`src/rtl/alu_op_sequencer.sv`:
```
// alu_op_sequencer
//   Multi-cycle control front end for the 8-bit ALU. It accepts one request
//   per start/ready handshake. It then walks IDLE -> LDX -> EXE -> WB, or
//   IDLE -> ERR for an unsupported op. Along the way it drives the register
//   file read port, the X latch load, the ALU function code and the writeback
//   strobe. It also keeps the Z/N flags of the last written result.
//
// Ports
//   clk, rst_n              clock (rising edge), async active-low reset
//   start/ready             request handshake, ready only in IDLE
//   op, src_a, src_b, dst   request fields, sampled at accept
//   bus_sel, bus_oe         register-file read select / output enable
//   x_ld                    load X latch from bus at the next edge
//   alus                    ALU function code, nonzero only in EXE
//   alu_dout                combinational ALU result
//   wr_en, wr_addr, wr_data register-file writeback
//   done, illegal           completion / unsupported-op pulses
//   flag_z, flag_n          zero / negative of the last written result
module alu_op_sequencer #(
    parameter int DATA_W = 8,
    parameter int RA_W   = 2
) (
    input  logic              clk,
    input  logic              rst_n,
    input  logic              start,
    output logic              ready,
    input  logic [3:0]        op,
    input  logic [RA_W-1:0]   src_a,
    input  logic [RA_W-1:0]   src_b,
    input  logic [RA_W-1:0]   dst,
    output logic [RA_W-1:0]   bus_sel,
    output logic              bus_oe,
    output logic              x_ld,
    output logic [3:0]        alus,
    input  logic [DATA_W-1:0] alu_dout,
    output logic              wr_en,
    output logic [RA_W-1:0]   wr_addr,
    output logic [DATA_W-1:0] wr_data,
    output logic              done,
    output logic              illegal,
    output logic              flag_z,
    output logic              flag_n
);

    localparam logic [2:0] S_IDLE = 3'd0;
    localparam logic [2:0] S_LDX  = 3'd1;
    localparam logic [2:0] S_EXE  = 3'd2;
    localparam logic [2:0] S_WB   = 3'd3;
    localparam logic [2:0] S_ERR  = 3'd4;

    localparam logic [3:0] OP_MAX = 4'd8;  // XOR is the highest legal code

    logic [2:0]        state_q, state_d;
    logic [3:0]        op_q;
    logic [RA_W-1:0]   src_a_q, src_b_q, dst_q;
    logic [DATA_W-1:0] result_q;
    logic              flag_z_q, flag_n_q;
    logic              accept;

    assign accept = start && (state_q == S_IDLE);

    always_comb begin
        state_d = state_q;
        case (state_q)
            S_IDLE:  if (start) state_d = (op <= OP_MAX) ? S_LDX : S_ERR;
            S_LDX:   state_d = S_EXE;
            S_EXE:   state_d = S_WB;
            S_WB:    state_d = S_IDLE;
            S_ERR:   state_d = S_IDLE;
            default: state_d = S_IDLE;
        endcase
    end

    always_ff @(posedge clk or negedge rst_n) begin
        if (!rst_n) begin
            state_q  <= S_IDLE;
            op_q     <= '0;
            src_a_q  <= '0;
            src_b_q  <= '0;
            dst_q    <= '0;
            result_q <= '0;
            flag_z_q <= 1'b0;
            flag_n_q <= 1'b0;
        end else begin
            state_q <= state_d;
            if (accept) begin
                op_q    <= op;
                src_a_q <= src_a;
                src_b_q <= src_b;
                dst_q   <= dst;
            end
            if (state_q == S_EXE) result_q <= alu_dout;
            // Flags track what was actually written, so they move only in WB.
            if (state_q == S_WB) begin
                flag_z_q <= (result_q == '0);
                flag_n_q <= result_q[DATA_W-1];
            end
        end
    end

    // All control outputs decode from state alone. A reset therefore drops
    // them at once, without waiting for a clock edge.
    assign ready   = (state_q == S_IDLE);
    assign x_ld    = (state_q == S_LDX);
    assign bus_oe  = (state_q == S_LDX) || (state_q == S_EXE);
    assign bus_sel = (state_q == S_LDX) ? src_a_q :
                     (state_q == S_EXE) ? src_b_q : '0;
    assign alus    = (state_q == S_EXE) ? op_q : 4'd0;
    assign wr_en   = (state_q == S_WB);
    assign wr_addr = (state_q == S_WB) ? dst_q : '0;
    assign wr_data = result_q;
    assign done    = (state_q == S_WB) || (state_q == S_ERR);
    assign illegal = (state_q == S_ERR);
    assign flag_z  = flag_z_q;
    assign flag_n  = flag_n_q;

endmodule

```
`config.mk`:
```
export PLATFORM = sky130hd
export DESIGN_NAME = alu_op_sequencer
export DESIGN_NICKNAME = d
export VERILOG_FILES = /design/src/rtl/alu_op_sequencer.sv
export SDC_FILE = /design/constraint.sdc
export NUM_CORES = 1
export LEC_CHECK = 0
export BUFFER_PORTS_ARGS = -buffer_cell sky130_fd_sc_hd__buf_2
export CAP_MARGIN = 20
export CORE_ASPECT_RATIO = 1.1
export CORE_MARGIN = 2
export CORE_UTILIZATION = 35
export CTS_CLUSTER_DIAMETER = 100
export CTS_CLUSTER_SIZE = 24
export DETAILED_ROUTE_END_ITERATION = 8
export PLACE_DENSITY = 0.69
export SLEW_MARGIN = 20
export SYNTH_ARGS = -nofsm -noshare
export SYNTH_HDL_FRONTEND = slang
export SYNTH_SLANG_ARGS = --single-unit
```
`constraint.sdc`:
```
create_clock -name clk -period 2.57 [get_ports clk]
set_input_delay 0.514 -clock clk [delete_from_list [all_inputs] [get_ports clk]]
set_output_delay 0.514 -clock clk [all_outputs]
set_load 0.02 [all_outputs]
```
## Word level (Yosys, flattened, before mapping)

Cells that the tools add are included.
W data, S select, Z words.

- Add/subtract/negate cells: 0
- Multiply operators: 0
- Divide/modulo/power cells: 0
- Order comparisons: 1
- Equality and inequality tests: 5
- Shift-type cells: 0
- Mux-type cells: 7
- Bitwise operators: 0
- Reductions and logical operators: 5

Operators with widths:

| operator | number |
|---|---|
| $pmux W3 S3 | 1 |
| $logic_not A8 Y1 | 1 |
| $eq A3 B2 Y1 const B | 2 |
| $mux W2 | 3 |
| $mux W3 | 2 |
| $le A4 B4 Y1 const B | 1 |
| $mux W4 | 1 |
| $eq A3 B1 Y1 const B | 1 |
| $eq A3 B3 Y1 const B | 1 |
| $logic_not A3 Y1 | 1 |
| $logic_or A1 B1 Y1 | 2 |
| $ne A2 B2 Y1 const B | 1 |
| $logic_and A1 B1 Y1 | 1 |

- Register bits after elaboration: 23
- Latch bits: 0
- RAM bits: 0
- Memory bits (read-only): 0
- Input bits: 21
- Output and inout port bits: 24
- Memories kept: 0

## Depth between registers and ports, before layout

- Depth after elaboration: 4
- Gate-level depth with buffers: 4

## Worst setup path before layout

Ideal clock, no wire load.

- Path kind: register to output
- From: register state_q[0]
- To: output port bus_sel[0]
- Arrival time: 1.482 ns
- Setup slack: 0.574 ns
- Stages on the path, launching flop included: 3
- Path through: dfrtp_1 -> nor3b_1 -> a22o_2

- Elaborated cells on any way between the ends: 4
- Those cells by class: 2 x eq/ne; 2 x mux

RTL lines:

| what | RTL line | RTL |
|---|---|---|
| start: declaration | 53 | `logic [2:0] state_q, state_d;` |
| start signal: assignment | 85 | `state_q <= state_d;` |
| $eq A3 B1 Y1 | -- |  |
| net x_ld | 33 | `output logic x_ld,` |
| $mux W2 | 106 | `assign bus_sel = (state_q == S_LDX) ? src_a_q :` |
| end: declaration | 31 | `output logic [RA_W-1:0] bus_sel,` |

The timed path passes the listed nets, and every way through them passes these cells.

## Worst setup path after layout

- From: register state_q[2]
- To: output port bus_sel[0]

- Word-level cells in the longest chain between the ends: 3
- Elaborated cells on any way between the ends: 4
- Those cells by class: 2 x eq/ne; 2 x mux

Ends and longest elaborated chain:

| what | RTL line | RTL |
|---|---|---|
| $eq A3 B2 Y1 | 107 | `(state_q == S_EXE) ? src_b_q : '0;` |
| $mux W2 | 107 |  |
| $mux W2 (*) | 106 |  |

Every way passes the cells marked *; elsewhere a longest branch is shown, timed or not.

==> qor.csv <==
metric,value,unit
Synth Area per Inst,14.41,µm²
max-slew violation count,0,
R2R Setup Slk,1.01,ns
H-tree depth,1,
largest net degree at the start of global routing,24,
Ant. Diodes,0,
core footprint,2828,µm²
die width,56.28,µm
global-route usage over all layers,12.51,%
hold buffers post-CTS,0,
setup tns final,0,ns
io pins,45,
crit path capture,bus_sel[0],
vias in the first global route,710,
DP Wirelength,1.579,mm
MaxCap Viol Count,0,
TritonCTS buffer count,3,
Reg-to-Reg Start,state_q[2],
first-pass GRT wire length,3.222,mm
cell count after synthesis,73,
remaining routing DRC violations,0,
Root Buffer,clkbuf_4,
number of cells on the worst reg-to-reg path,3,
die area,3462,µm²
Port Buf Inserts,44,
worst hold path class,input pin to asynchronous set/reset pin,
Rel. slew slack,66.31,%
starting DRC count in detailed routing,8,
crit start category,flip-flop,
mean routed wirelength per cell,13.15,µm
# rows,20,
"top cells by area, synth","dfrtp_1 (55%), mux2_4 (14%), mux2_2 (8.6%), and2_2 (2.9%), nand2_1 (2.1%)",
Final Hold Fails,0,
DRT Pass-1 Iters,3,
kind of critical path,flip-flop to output pin,
unrepaired setup endpoints after global routing,false,
register area share after synthesis,54.70,%
Synth area leader,dfrtp_1,
clock transition at the registers of the reported paths,0.12,ns
Seq. cell area,575.6,µm²
FILL cells,287,
status,completed,
Clock Sinks,23,
shortest period the worst path allows,2.134,ns
Pleak,0.6902,nW
# Post-CTS Setup Buffers,0,
"critical path fanouts, max",5,
Cell variety after synth,21,
grt total ovfl,0,
CP Data Required Time,2.06,ns
setup violators final,0,
dpl cell area,1290,µm²
Critical Path Source,state_q[2],
Area Overhead vs Synth,25.09,%
gpl congestion,0.6828,
worst r2r dst,wr_data[4],
most frequent cells in the layout,"buf_2 (44), dfrtp_1 (23), mux2_4 (10)",
"FF+latch count, synth",23,
yosys warns,0,
clk buf depth,2,
Via-to-Cell Ratio,4.778,
Via Count,731,
area of the multi-input gates,441.7,µm²
period utilisation layout,83.02,%
top-area cell type share of the netlist area,54.70,%
"commonest non-fill, non-tap cell in the layout",buf_2,
clk_skew,0.002072,ns
pwr/cell area,1306,nW/µm²
Initial Utilization,37.21,%
share of cells above drive strength 1,65.83,%
CP arrival,1.62,ns
syn_nets,94,
Worst-Skew Late Latency,0.30,ns
mapped cell area,1052,µm²
Setup crit end kind,output pin,
worst slew pin tran,0.5043,ns
Worst VDD drop,0.0006454,V
post-route ant nets,0,
Nets,142,
maximum clock frequency,468.7,MHz
routed wire length,2.012,mm
TritonCTS clock tree,done,
final instance area,1316,µm²
initial antenna violation count,0,
Resize count post-CTS,0,
die height,61.51,µm
==> cell type report <==
cell class	count	share of cell area, %
well taps	33	3.137
clock buffers	4	1.996
inverters	1	0.2852
repair buffers	45	17.30
multi-input cells	47	33.56
flip-flops and latches	23	43.73
==> layer usage <==
layer	up-vias	wire length, µm	track usage, %
met5	-	0	0
met4	0	14	7.143
li1	348	-	-
met3	2	138	2.941
met2	26	999	21.51
met1	355	860	14.70
==> cells by family (layout without fill, tap and decap cells) <==
logic type             count (synthesis)  in the layout  share of synthesized area [%]
DFF                                   23             23                          54.70
AOI/OAI and AO/OA                      4              4                          3.449
buffers and inverters                  3             50                          3.329
muxes                                 18             18                          22.83
and+or+nand+nor                       25             25                          15.69
==> worst max-delay path: stages, from the launching register on <==
cell	delay, ns
dfrtp_1	0.46
nor3b_1	0.48
a22o_2	0.22
buf_2	0.16
==> synth_stat cells <==
master / n
a21o_2: 1
nor3b_4: 1
nand3_1: 1
nor4_1: 2
o31ai_1: 1
and2_4: 1
nor3b_1: 2
buf_12: 1
nor3_2: 1
mux2_4: 10
dfrtp_1: 23
and2_2: 4
nand2_1: 6
a22o_2: 2
nand3b_1: 1
and2_1: 2
buf_6: 1
inv_1: 1
or2_2: 3
nor2_1: 1
mux2_2: 8
==> report_power, final <==
group	internal (W)	switching, W	total [W]	leakage (nW)
Clock	0.0000604	0.0000997	0.000160	0.0150
Sequential	0.000538	0.000131	0.000669	0.276
Combinational	0.000445	0.000445	0.000890	0.399
Total	0.00104	0.000676	0.00172	0.690
==> sequential cells by signal (all words and copies together) (netlist names) <==
signal and count:
op_q 4, dst_q 2, flag_n 1, flag_z 1, src_a_q 2, state_q 3, wr_data 8, src_b_q 2
==> worst min path at each step <==
stage / from / to
5_1_grt: rst_n / state_q[2]
3_3_place_gp: flag_n / flag_n
3_5_place_dp: flag_z / flag_z
4_1_cts: rst_n / op_q[1]
6_report: rst_n / src_a_q[0]
2_1_floorplan: rst_n / dst_q[0]
==> metrics by stage <==
stage / utilization [%] / hold slack (ns) / cells / power [W] / setup slack (ns)
floorplan: - / 0.2184 / 73 / 0.001339 / 0.5739
global placement: 45.62 / 0.4641 / 149 / 0.001550 / 0.8247
detailed placement: 45.62 / 0.4762 / 149 / 0.001579 / 0.8012
CTS: 46.55 / 0.1693 / 153 / 0.001742 / 0.4118
global route: 46.55 / 0.1832 / 153 / 0.001831 / 0.3280
finish: 46.55 / 0.1610 / 153 / 0.001719 / 0.4363
Note: power is estimated with default switching activity, not from simulation.
